File: src/rtl/lfsr_rng.sv
// Fibonacci LFSR random word generator with a valid/ready output handshake,
// runtime reseeding with zero-seed substitution, and all-zero lockup recovery.
module lfsr_rng #(
  parameter int               WIDTH = 16,
  parameter logic [WIDTH-1:0] TAPS  = 16'hB400,
  parameter logic [WIDTH-1:0] SEED  = {WIDTH{1'b1}},
  parameter int               OUT_W = 8
) (
  input  logic             clk,
  input  logic             rst,
  input  logic             en,
  input  logic             seed_load,
  input  logic [WIDTH-1:0] seed_in,
  output logic [OUT_W-1:0] rnd_data,
  output logic             rnd_valid,
  input  logic             rnd_ready,
  output logic             seed_zero,
  output logic             lockup
);

  localparam int               CNT_W    = $clog2(OUT_W + 1);
  localparam logic [CNT_W-1:0] CNT_FULL = CNT_W'(OUT_W);
  localparam logic [CNT_W-1:0] CNT_ONE  = CNT_W'(1);

  typedef enum logic {FILL, VALID} fsm_t;

  fsm_t             fsm, fsm_n;
  logic [WIDTH-1:0] lfsr, lfsr_n, lfsr_adv;
  logic [CNT_W-1:0] cnt, cnt_n, cnt_inc;
  logic [OUT_W-1:0] data_n;
  logic             seed_zero_n, lockup_n;

  function automatic logic [WIDTH-1:0] shift_lfsr(input logic [WIDTH-1:0] s);
    return {s[WIDTH-2:0], ^(s & TAPS)};
  endfunction

  assign lfsr_adv  = shift_lfsr(lfsr);
  assign cnt_inc   = cnt + 1'b1;
  assign rnd_valid = (fsm == VALID);

  always_ff @(posedge clk) begin
    if (!rst) begin
      lfsr      <= SEED;
      cnt       <= '0;
      fsm       <= FILL;
      rnd_data  <= '0;
      seed_zero <= 1'b0;
      lockup    <= 1'b0;
    end else begin
      lfsr      <= lfsr_n;
      cnt       <= cnt_n;
      fsm       <= fsm_n;
      rnd_data  <= data_n;
      seed_zero <= seed_zero_n;
      lockup    <= lockup_n;
    end
  end

  // Priority: reseed, then zero-state recovery, then normal fill/handshake.
  always_comb begin
    lfsr_n      = lfsr;
    cnt_n       = cnt;
    fsm_n       = fsm;
    data_n      = rnd_data;
    seed_zero_n = 1'b0;
    lockup_n    = 1'b0;
    if (seed_load) begin
      seed_zero_n = (seed_in == '0);
      lfsr_n      = (seed_in == '0) ? SEED : seed_in;
      cnt_n       = '0;
      fsm_n       = FILL;
    end else if (lfsr == '0) begin
      lfsr_n   = SEED;
      cnt_n    = '0;
      fsm_n    = FILL;
      lockup_n = 1'b1;
    end else begin
      case (fsm)
        FILL: begin
          if (en) begin
            lfsr_n = lfsr_adv;
            cnt_n  = cnt_inc;
            if (cnt_inc == CNT_FULL) begin
              fsm_n  = VALID;
              data_n = lfsr_adv[OUT_W-1:0];
            end
          end
        end
        VALID: begin
          if (rnd_ready) begin
            if (en) begin
              lfsr_n = lfsr_adv;
              cnt_n  = CNT_ONE;
              if (OUT_W == 1) begin
                data_n = lfsr_adv[OUT_W-1:0];
              end else begin
                fsm_n = FILL;
              end
            end else begin
              cnt_n = '0;
              fsm_n = FILL;
            end
          end
        end
        default: fsm_n = FILL;
      endcase
    end
  end

endmodule
File: config.mk
export PLATFORM = sky130hd
export DESIGN_NAME = lfsr_rng
export DESIGN_NICKNAME = d
export VERILOG_FILES = /design/src/rtl/lfsr_rng.sv
export SDC_FILE = /design/constraint.sdc
export NUM_CORES = 1
export LEC_CHECK = 0
export BUFFER_PORTS_ARGS = -buffer_cell sky130_fd_sc_hd__buf_4
export CAP_MARGIN = 0
export CORE_ASPECT_RATIO = 0.9
export CORE_MARGIN = 10
export CORE_UTILIZATION = 45
export CTS_CLUSTER_DIAMETER = 40
export CTS_CLUSTER_SIZE = 20
export DETAILED_ROUTE_END_ITERATION = 8
export PLACE_DENSITY = 0.67
export SLEW_MARGIN = 10
export SYNTH_ARGS = -nofsm -noshare
export SYNTH_HDL_FRONTEND = slang
export SYNTH_SLANG_ARGS = --single-unit
export TNS_END_PERCENT = 100
File: constraint.sdc
create_clock -name clk -period 2.1 [get_ports clk]
set_clock_uncertainty 0.15 [all_clocks]
set_input_delay 0 -clock clk [delete_from_list [all_inputs] [get_ports clk]]
set_output_delay 0 -clock clk [all_outputs]
set_load 0.02 [all_outputs]
== Word-level counts from Yosys, hierarchy flattened ==
Cells that the tools add are included.

* Flip-flop bits (word level): 31
* Input bits: 21
* Output and inout bits: 11
* Logic and storage cells: 38

* Add/subtract/negate cells: 1
* Eq/ne operators: 4
* Mux-type cells: 15
* Bitwise logic cells: 4
* Reductions and logical operators: 8

{| class="wikitable"
|+ Operators with widths
! cell !! count
|-
| $mux 16 || 5
|-
| $logic_not 16->1 || 2
|-
| $pmux 16 s2 || 1
|-
| $reduce_xor 16->1 || 1
|-
| $mux 4 || 2
|-
| $pmux 4 s2 || 1
|-
| $mux 1 || 5
|-
| $reduce_and 5->1 || 1
|-
| $add 4x1->4 const B || 1
|-
| $eq 4x4->1 const B || 1
|-
| $ne 2x2->1 const B || 2
|-
| $ne 4x3->1 const B || 1
|-
| $not 1->1 || 4
|-
| $reduce_and 2->1 || 2
|-
| $reduce_or 3->1 || 1
|-
| $pmux 1 s2 || 1
|-
| $reduce_or 2->1 || 1
|}

== Depth between registers and ports, before layout ==
Gate-level depths: netlist of run 1.

* Word-level depth: 6
* Gate-level depth with buffers: 8
* Gate-level depth less buffers: 6

== Worst setup path before layout of run 1 ==
Ideal clock, no wire load.

* Kind: register to register
* Start point: register lfsr[12]
* End point: register rnd_data[0]
* Setup time: 0.072 ns
* Arrival time: 1.442 ns
* Required time: 1.878 ns
* Path slack: 0.436 ns
* Stages on the path, launching flop included: 9
* Path buffers: 2
* Period minus slack after synthesis: 1.664 ns
* Cell sequence: dfxtp_1 inv_1 ha_1 nor4b_2 nand4_1 buf_6 nor4b_4 buf_6 mux2i_1

* Longest elaborated chain between the ends: 3
* Elaborated cells on any way between the ends: 4
* Those cells by class: bitwise (1); reduce/logical (3)

{| class="wikitable"
|+ Ends and longest elaborated chain
! item !! line !! RTL
|-
| from (decl) || 28 || <nowiki>logic [WIDTH-1:0] lfsr, lfsr_n, lfsr_adv;</nowiki>
|-
| from (signal assigned) || 50 || <nowiki>lfsr <= lfsr_n;</nowiki>
|-
| $logic_not 16->1 || 72 || <nowiki>end else if (lfsr == '0) begin</nowiki>
|-
| $not 1->1 (no line) || -- ||
|-
| $reduce_and 5->1 (no line) || -- ||
|-
| to (signal assigned) || 53 || <nowiki>rnd_data <= data_n;</nowiki>
|-
| to (decl) || 14 || <nowiki>output logic [OUT_W-1:0] rnd_data,</nowiki>
|}

Parallel ways exist; a longest one is shown, timed or not.
A chain may end at the register's enable or synchronous reset.

== Worst setup path after layout of run 1 ==
* Start point: input seed_in[3]
* End point: register lfsr[15]

* Longest elaborated chain between the ends: 3

{| class="wikitable"
|+ Ends and longest elaborated chain
! item !! line !! RTL
|-
| from (decl) || 13 || <nowiki>input logic [WIDTH-1:0] seed_in,</nowiki>
|-
| $logic_not 16->1 || 69 || <nowiki>lfsr_n = (seed_in == '0) ? SEED : seed_in;</nowiki>
|-
| $mux 16 || 69 ||
|-
| $mux 16 || 67 || <nowiki>if (seed_load) begin</nowiki>
|}

No other way between the ends.

==> run metrics, run 1 <==
final RePlAce weighted congestion=0.810; Detailed Routing Iterations Pass 1=4; sequential cell area=621 µm²; number of synthesized flops with an enable pin=0; main area contributors after synthesis=sky130_fd_sc_hd__dfxtp_1, sky130_fd_sc_hd__a32oi_1, sky130_fd_sc_hd__a21o_1; Worst-path clk slew=60 ps; Initial Utilization=47.7%; clock period minus worst slack=1980 ps; Hold Crit Class=in2reg; initial detailed-routing violation count=85; Setup violations, final=0; share of post-route cells with drive strength above 1=22.2%; # clock sinks=31; clock latency reported for the late side of the worst-skew pair=290 ps; cell types with the highest counts after synthesis=sky130_fd_sc_hd__dfxtp_1, sky130_fd_sc_hd__nand2_1, sky130_fd_sc_hd__nand3_1, sky130_fd_sc_hd__inv_1, sky130_fd_sc_hd__a21o_1; total number of nets in the final design=257; number of rows in the core area=20; Syn Nets=207; via total after detailed routing=1538; Synth Instances=183; Yosys reg bits=31; Remaining DRCs=0; Wirelength per Cell=16.1 µm; most used standard cell by instance count after synthesis=sky130_fd_sc_hd__dfxtp_1; part of the Yosys area used for sequential elements=37.9%; ratio of total power to cell area=622 nW/µm²; pin count of the biggest net entering global routing=24; top cell type's share of synthesized area=37.9%; count of pins on the block boundary=32; Critical Path Fanout Max=2; detailed-route vias per instance=5.53; data required time at the worst endpoint=2180 ps; leakage power total=0.000980 µW; CP arrival=2060 ps; hold violation count in the final report=0; Post-Syn Area per Cell=8.94 µm²; total of warnings raised by yosys=0; critical path capture point type=flop; TritonCTS clock tree=built; Die Outline Area=6450 µm²; Fmax=505 MHz; period utilisation layout=94.4%; initial antenna violation count=0; total number of H-tree levels=2; wire length of the first global-routing pass=7570 µm; post-DP HPWL=3110 µm; chip height=77.2 µm; area used by multi-input combinational logic=871 µm²; fill cell count=284; Relative slew margins=49.7%; dominant synthesized flop cell=sky130_fd_sc_hd__dfxtp_1; P&R area growth vs syn=33.7%; setup repair after global routing missed its margin=no; clock root buffer master=sky130_fd_sc_hd__clkbuf_8; Slew Viols, Final=0; netlist area before placement=1640 µm²; Max-cap violations=0; GRT overflow=0; number of unique standard cell types used by synthesis=33; CTS buffer count=5; Max Root-Sink Buffers=2; diode insertion count for antenna repair=0; setup TNS=0 ps; startpoint class of the critical path=input port; wire length after detailed routing=4470 µm; async set-reset flop share out of synthesis=0%; path type of the worst setup path=in2reg; Final ANT Viol Nets=0; slew at the pin closest to its max-slew limit=754 ps; total track usage=13.9%; power consumption=1360 µW; run status=complete, no violations; largest area contributor in the synthesized netlist=sky130_fd_sc_hd__dfxtp_1; PortBufs=31; floorplan die width=83.6 µm; core area=3430 µm²; number of global-route vias before repair=1549; Worst IR Drop VDD=0.432 mV
## routing by layer
| metal | wire [µm] | vias to the layer above | share of wire, % | global-route usage, % |
|---|---|---|---|---|
| met5 | 0 | - | 0 | 0 |
| met4 | 42 | 0 | 0.94 | 3.51 |
| met3 | 236 | 8 | 5.3 | 5.07 |
| met2 | 2210 | 42 | 49 | 23.5 |
| met1 | 1980 | 736 | 44 | 16.0 |
| li1 | - | 752 | - | - |
## final timing paths
path	start	end	slack, ps	cells past startpoint
worst min-delay path	en	cnt[0]	10	3
worst max-delay path	seed_in[3]	lfsr[15]	120	7
worst min register to register	rnd_data[4]	rnd_data[4]	310	2
worst max register to register	lfsr[12]	lfsr[0]	140	6
## where the power goes
| part | switching [µW] | internal [µW] |
|---|---|---|
| sequential | 29.5 | 615 |
| combinational | 92.6 | 104 |
| clock | 221 | 299 |
## worst max-delay path: stages
cell and delay [ps]:
sky130_fd_sc_hd__dlygate4sd3_1 540, sky130_fd_sc_hd__buf_4 150, sky130_fd_sc_hd__nor4_4 330, sky130_fd_sc_hd__dlygate4sd3_1 620
sky130_fd_sc_hd__nand4_1 110, sky130_fd_sc_hd__a32o_1 250, sky130_fd_sc_hd__nand3_1 70
## flip-flops by register name, indices dropped and copies added, names as in the netlist
register / count
lfsr: 16
rnd_data: 8
cnt: 4
lockup: 1
rnd_valid: 1
seed_zero: 1
## kinds of logic after synthesis
| kind of cell | share of synthesized area [%] |
|---|---|
| and+or+nand+nor | 23.5 |
| AOI/OAI and AO/OA | 19.7 |
| buffers and inverters | 9.40 |
| DFF | 37.9 |
| muxes | 5.50 |
| xor gates and xnor gates | 1.61 |
| adders and majority gates | 2.29 |
## layout make-up
type	instances	area share, %
clock buffers	8	4.57
inverters	17	2.92
multi-input cells	121	39.8
flip-flops and latches	31	28.4
well taps	44	2.52
repair buffers	57	21.8
## stage by stage
stage | instance area (µm²) | hold slack [ps] | setup WS, ps | cells | utilization, %
2_1_floorplan | 1640 | 13.5 | 436 | 183 | -
3_3_place_gp | 1880 | 163 | 213 | 250 | 54.8
3_5_place_dp | 1880 | 174 | 184 | 250 | 54.8
4_1_cts | 2180 | 15.7 | 99.0 | 278 | 63.6
5_1_grt | 2190 | 23.0 | 39.0 | 278 | 63.8
6_report | 2190 | 13.7 | 118 | 278 | 63.8
## what timing repair did
action	in CTS	in global routing
hold buffers	20	0
resized for setup	0	1
buffers inserted	0	0
setup endpoints to repair	0	1
endpoints found under the hold margin	24	0
## layout by cell type, fill, tap and decap left out, types with 3 or more instances in the layout
cell type,count
sky130_fd_sc_hd__a32oi_1,14
sky130_fd_sc_hd__clkbuf_8,7
sky130_fd_sc_hd__inv_1,17
sky130_fd_sc_hd__nand2b_1,4
sky130_fd_sc_hd__a21o_1,15
sky130_fd_sc_hd__nor2b_1,3
sky130_fd_sc_hd__buf_4,37
sky130_fd_sc_hd__a21oi_1,4
sky130_fd_sc_hd__nand2_1,21
sky130_fd_sc_hd__ha_1,3
sky130_fd_sc_hd__nor2_1,4
sky130_fd_sc_hd__nand3_1,20
sky130_fd_sc_hd__dfxtp_1,31
sky130_fd_sc_hd__nor4_2,4
sky130_fd_sc_hd__mux2i_1,9
sky130_fd_sc_hd__dlygate4sd3_1,20
Power figures use the tool's default switching activity.
==> inputs of run 2 (changes only) <==
Settings changed: CORE_MARGIN 10 to 2, CTS_BUF_LIST set to sky130_fd_sc_hd__clkbuf_8.
==> run metrics, run 2 (synthesis results as in run 1) <==
run status=complete, no violations; Die Outline Area=4140 µm²; post-DP HPWL=3030 µm; Max-cap violations=0; registers with the most flip-flops=lfsr x16, rnd_data x8, cnt x4; Remaining DRCs=0; R2R setup slack=110 ps; core area=3430 µm²; fill cell count=290; period utilisation layout=95.0%; wire length after detailed routing=4550 µm; clock period minus worst slack=2000 ps; wire length of the first global-routing pass=7490 µm; via total after detailed routing=1587; hold violation count in the final report=0; PortBufs=31; leakage power total=0.000984 µW; slew at the pin closest to its max-slew limit=799 ps; cell type of the slowest stage on the worst timing path=sky130_fd_sc_hd__dlygate4sd3_1; final instance area=2200 µm²; Hold Crit Endpoint=cnt[0]; total track usage=24.7%; Worst IR Drop VDD=0.402 mV; Initial Utilization=47.7%; # clock sinks=31; Slew Viols, Final=0; count of pins on the block boundary=32; Fmax=501 MHz; clock latency reported for the late side of the worst-skew pair=290 ps; clock root buffer master=sky130_fd_sc_hd__clkbuf_8; worst hold path startpoint=en; setup TNS=0 ps; Detailed Routing Iterations Pass 1=4; count of cells along the worst register-to-register path=7; Max Root-Sink Buffers=2; number of rows in the core area=20; CP peak stage delay=620 ps; most frequent cells in the layout=sky130_fd_sc_hd__buf_4, sky130_fd_sc_hd__dfxtp_1, sky130_fd_sc_hd__nand2_1; path type of the worst setup path=in2reg; Worst R2R Start=lfsr[12]; Hold Crit Class=in2reg; worst hold slack across all endpoints=13.4 ps; GRT overflow=0; CTS buffer count=5; Critical Path Fanout Max=2; ratio of total power to cell area=665 nW/µm²; pin count of the biggest net entering global routing=24; most repeated library cell on the critical path=sky130_fd_sc_hd__dlygate4sd3_1; detailed-route vias per instance=5.73; total number of H-tree levels=2; total number of nets in the final design=256; chip height=61.2 µm; initial detailed-routing violation count=91; Final ANT Viol Nets=0; leading cell type in the layout, fill and taps excluded=sky130_fd_sc_hd__buf_4; total placed instance area=1870 µm²; critical path capture point type=flop; diode insertion count for antenna repair=0; number of global-route vias before repair=1612; CP arrival=2080 ps; Setup violations, final=0; P&R area growth vs syn=34.4%; Largest register FFs=16; Relative slew margins=46.7%; TritonCTS clock tree=built; final RePlAce weighted congestion=0.809; setup repair after global routing missed its margin=no; depth of the worst hold-timing path=3; floorplan die width=67.6 µm; startpoint class of the critical path=input port; number of buffer and inverter stages on the critical path=3; share of post-route cells with drive strength above 1=22.7%; Crit Reg-Reg Endpoint=cnt[0]; data required time at the worst endpoint=2180 ps; Worst-path clk slew=70 ps; kind of cell with the highest combined delay on the critical path=buffers and inverters; initial antenna violation count=0; crit-path cells=dlygate4sd3_1 > buf_4 > nor4_4 > dlygate4sd3_1 > nand4_1 > a32o_1 > nand3_1; largest register by flop count=lfsr; Wirelength per Cell=16.4 µm
[run 2: cell count changes in the layout (fill, tap and decap cells not counted), sizes merged]
cell    before  now
clkbuf       8    6
buf         37   36
bufinv       0    1
clkinv       0    1
[run 2: worst reg2reg max path, delay by kind of cell, from the launching register on]
family | cells | cell delay (ps)
fa+ha+maj | 1 | 190
compound gates | 1 | 370
flops | 1 | 350
simple gates | 3 | 530
buf+inv | 2 | 280
[run 2: timing repair]
action / 4_1_cts / 5_1_grt
endpoints found under the hold margin: 27 / 0
resized for setup: 0 / 2
setup buffers: 0 / 0
hold buffers: 20 / 0
endpoints found under the setup margin: 0 / 2
[run 2: area by class of cell]
cell class,count,area (µm²),area share (%)
Timing Repair Buffer,56,470,21.4
Clock buffer,6,82.6,3.75
Multi-Input combinational cell,121,872,39.6
Inverter,17,63.8,2.90
Tap cell,44,55.1,2.50
Sequential cell,31,621,28.2
Clock inverter,2,35.0,1.59
[run 2: worst max-delay path by stage]
| stage | from | end | cells after the start |
|---|---|---|---|
| 5_1_grt | seed_in[4] | lfsr[15] | 7 |
| 4_1_cts | seed_in[3] | lfsr[15] | 7 |
| 6_report | seed_in[4] | lfsr[15] | 7 |
| 2_1_floorplan | lfsr[12] | rnd_data[0] | 8 |
| 3_5_place_dp | lfsr[12] | lfsr[0] | 6 |
| 3_3_place_gp | lfsr[12] | lfsr[0] | 6 |
[run 2: per-stage QoR]
stage	total power (µW)	instances	util, %	setup slack, ps
after floorplan	755	183	-	436
after global placement	811	249	54.6	195
after detailed placement	819	249	54.6	127
after CTS	1460	277	63.9	69.0
after global routing	1520	277	64.2	40.1
final	1460	277	64.2	105
[run 2: routing by layer]
metal  vias to the layer above  share of wire [%]  global-route usage [%]
met5                         -                  0                       0
li1                        752                  -                       -
met4                         0                1.9                    11.7
met1                       761                 40                    30.2
met2                        65                 51                    41.7
met3                         9                6.6                    5.48
[run 2: power by group]
part / switching, µW / total [µW] / internal [µW]
Clock: 237 / 621 / 384
Combinational: 94.0 / 198 / 104
Sequential: 29.3 / 644 / 614
Total: 361 / 1460 / 1100
==> inputs of run 3 (changes only) <==
==> constraint.sdc (replaced) <==
create_clock -name clk -period 2.1 [get_ports clk]
set_clock_uncertainty 0.15 [all_clocks]
set_input_delay 0.315 -clock clk [delete_from_list [all_inputs] [get_ports clk]]
set_output_delay 0.315 -clock clk [all_outputs]
set_load 0.02 [all_outputs]
==> run metrics, run 3 (synthesis results as in run 1) <==
initial detailed-routing violation count=99; worst hold path startpoint=rst; leading cell type in the layout, fill and taps excluded=sky130_fd_sc_hd__buf_4; largest register by flop count=lfsr; total internal power=919 µW; final instance area=1970 µm²; pin count of the biggest net entering global routing=24; fill cell count=314; wire length after detailed routing=3880 µm; Remaining DRCs=0; Slew Viols, Final=0; R2R setup slack=220 ps; detailed-route vias per instance=5.66; number of global-route vias before repair=1382; cell type of the slowest stage on the worst timing path=sky130_fd_sc_hd__and3_2; core area=3430 µm²; number of rows in the core area=20; clock root buffer master=sky130_fd_sc_hd__clkbuf_8; fraction of the core area covered by cells at the end of the flow=57.4%; Worst-path clk slew=60 ps; count of cells along the worst register-to-register path=6; number of buffers added for setup after CTS=0; setup TNS=0 ps; path type of the worst setup path=reg2reg; registers with the most flip-flops=lfsr x16, rnd_data x8, cnt x4; # clock sinks=31; number of buffer and inverter stages on the critical path=1; fraction of power consumed by the clock network=34.9%; depth of the worst hold-timing path=3; area used by multi-input combinational logic=863 µm²; total number of nets in the final design=238; slew at the pin closest to its max-slew limit=439 ps; total number of H-tree levels=2; Setup violations, final=0; critical path depth in cells=6; Final ANT Viol Nets=0; kind of cell with the highest combined delay on the critical path=simple AND/OR/NAND/NOR gates; Max-cap violations=0; share of post-route cells with drive strength above 1=24.7%; leakage power total=0.000896 µW; wire length of the first global-routing pass=6400 µm; diode insertion count for antenna repair=0; ratio of total power to cell area=630 nW/µm²; power share of the combinational group=13.3%; CP arrival=1900 ps; final RePlAce weighted congestion=0.878; setup repair after global routing missed its margin=no; Relative slew margins=69.9%; CTS buffer count=5; floorplan die width=67.6 µm; total placed instance area=1890 µm²; Worst R2R Start=lfsr[12]; Hold Crit Class=in2reg; startpoint class of the critical path=flop; Worst IR Drop VDD=0.279 mV; Critical Path Fanout Max=15; Largest register FFs=16; initial antenna violation count=0; Initial Utilization=47.7%; Sw Pwr=321 µW; period utilisation layout=89.6%; CP peak stage delay=400 ps; P&R area growth vs syn=20.3%; Die Outline Area=4140 µm²; hold violation count in the final report=0; chip height=61.2 µm; power consumption=1240 µW; Fmax=531 MHz; run status=complete, no violations; sequential cell area=621 µm²; critical path capture point type=flop; count of pins on the block boundary=32; Max Root-Sink Buffers=2; clock latency reported for the late side of the worst-skew pair=280 ps; Net Sw Frac=25.9%; data required time at the worst endpoint=2120 ps; Critical Path Start=lfsr[12]; crit-path cells=inv_1 > ha_1 > nor4b_2 > nand4_1 > and3_2 > a22o_1; PortBufs=31; GRT overflow=0; sequential share of power=51.8%; most frequent cells in the layout=sky130_fd_sc_hd__buf_4, sky130_fd_sc_hd__dfxtp_1, sky130_fd_sc_hd__nand2_1; post-DP HPWL=2830 µm; via total after detailed routing=1467; Detailed Routing Iterations Pass 1=4; clock period minus worst slack=1880 ps; Wirelength per Cell=15.0 µm; total track usage=21.0%; TritonCTS clock tree=built
## run 3: layout make-up
cell class | count | area share, %
Inverter | 17 | 3.24
Multi-Input combinational cell | 121 | 43.8
Clock inverter | 3 | 0.635
Clock buffer | 5 | 3.49
Sequential cell | 31 | 31.5
Timing Repair Buffer | 38 | 14.5
Tap cell | 44 | 2.80
## run 3: metrics by stage
step | std cells | worst slack (ps) | hold WS (ps)
2_1_floorplan | 183 | 436 | 298
3_3_place_gp | 251 | 177 | 292
3_5_place_dp | 251 | 162 | 300
4_1_cts | 259 | 124 | 192
5_1_grt | 259 | 90.2 | 211
6_report | 259 | 218 | 193
## run 3: what timing repair did
item / CTS / global route
endpoints found under the setup margin: 0 / 1
gates resized for setup: 0 / 1
hold buffers: 0 / 0
## run 3: power by group through the flow
| stage | Combinational (µW) | Clock [µW] | Sequential (µW) |
|---|---|---|---|
| 2_1_floorplan | 108 | 0 | 647 |
| 3_3_place_gp | 161 | 0 | 654 |
| 3_5_place_dp | 164 | 0 | 655 |
| 4_1_cts | 165 | 443 | 642 |
| 5_1_grt | 183 | 469 | 646 |
| 6_report | 165 | 432 | 643 |
## run 3: routing by layer
metal / share of wire [%] / global-route usage, %
met2: 48 / 34.3
met1: 45 / 26.2
met5: 0 / 0
met3: 5.1 / 4.94
met4: 1.9 / 10.2
## run 3: worst paths after layout
path	end
worst max-delay path	lfsr[0]
worst min-delay path	rnd_data[4]
worst max register to register	lfsr[0]
worst min register to register	rnd_data[3]
## run 3: worst reg2reg max path: stages (launching register included)
cell and delay [ps]:
sky130_fd_sc_hd__dfxtp_1 320, sky130_fd_sc_hd__inv_1 60, sky130_fd_sc_hd__ha_1 150, sky130_fd_sc_hd__nor4b_2 190, sky130_fd_sc_hd__nand4_1 250, sky130_fd_sc_hd__and3_2 400
sky130_fd_sc_hd__a22o_1 260
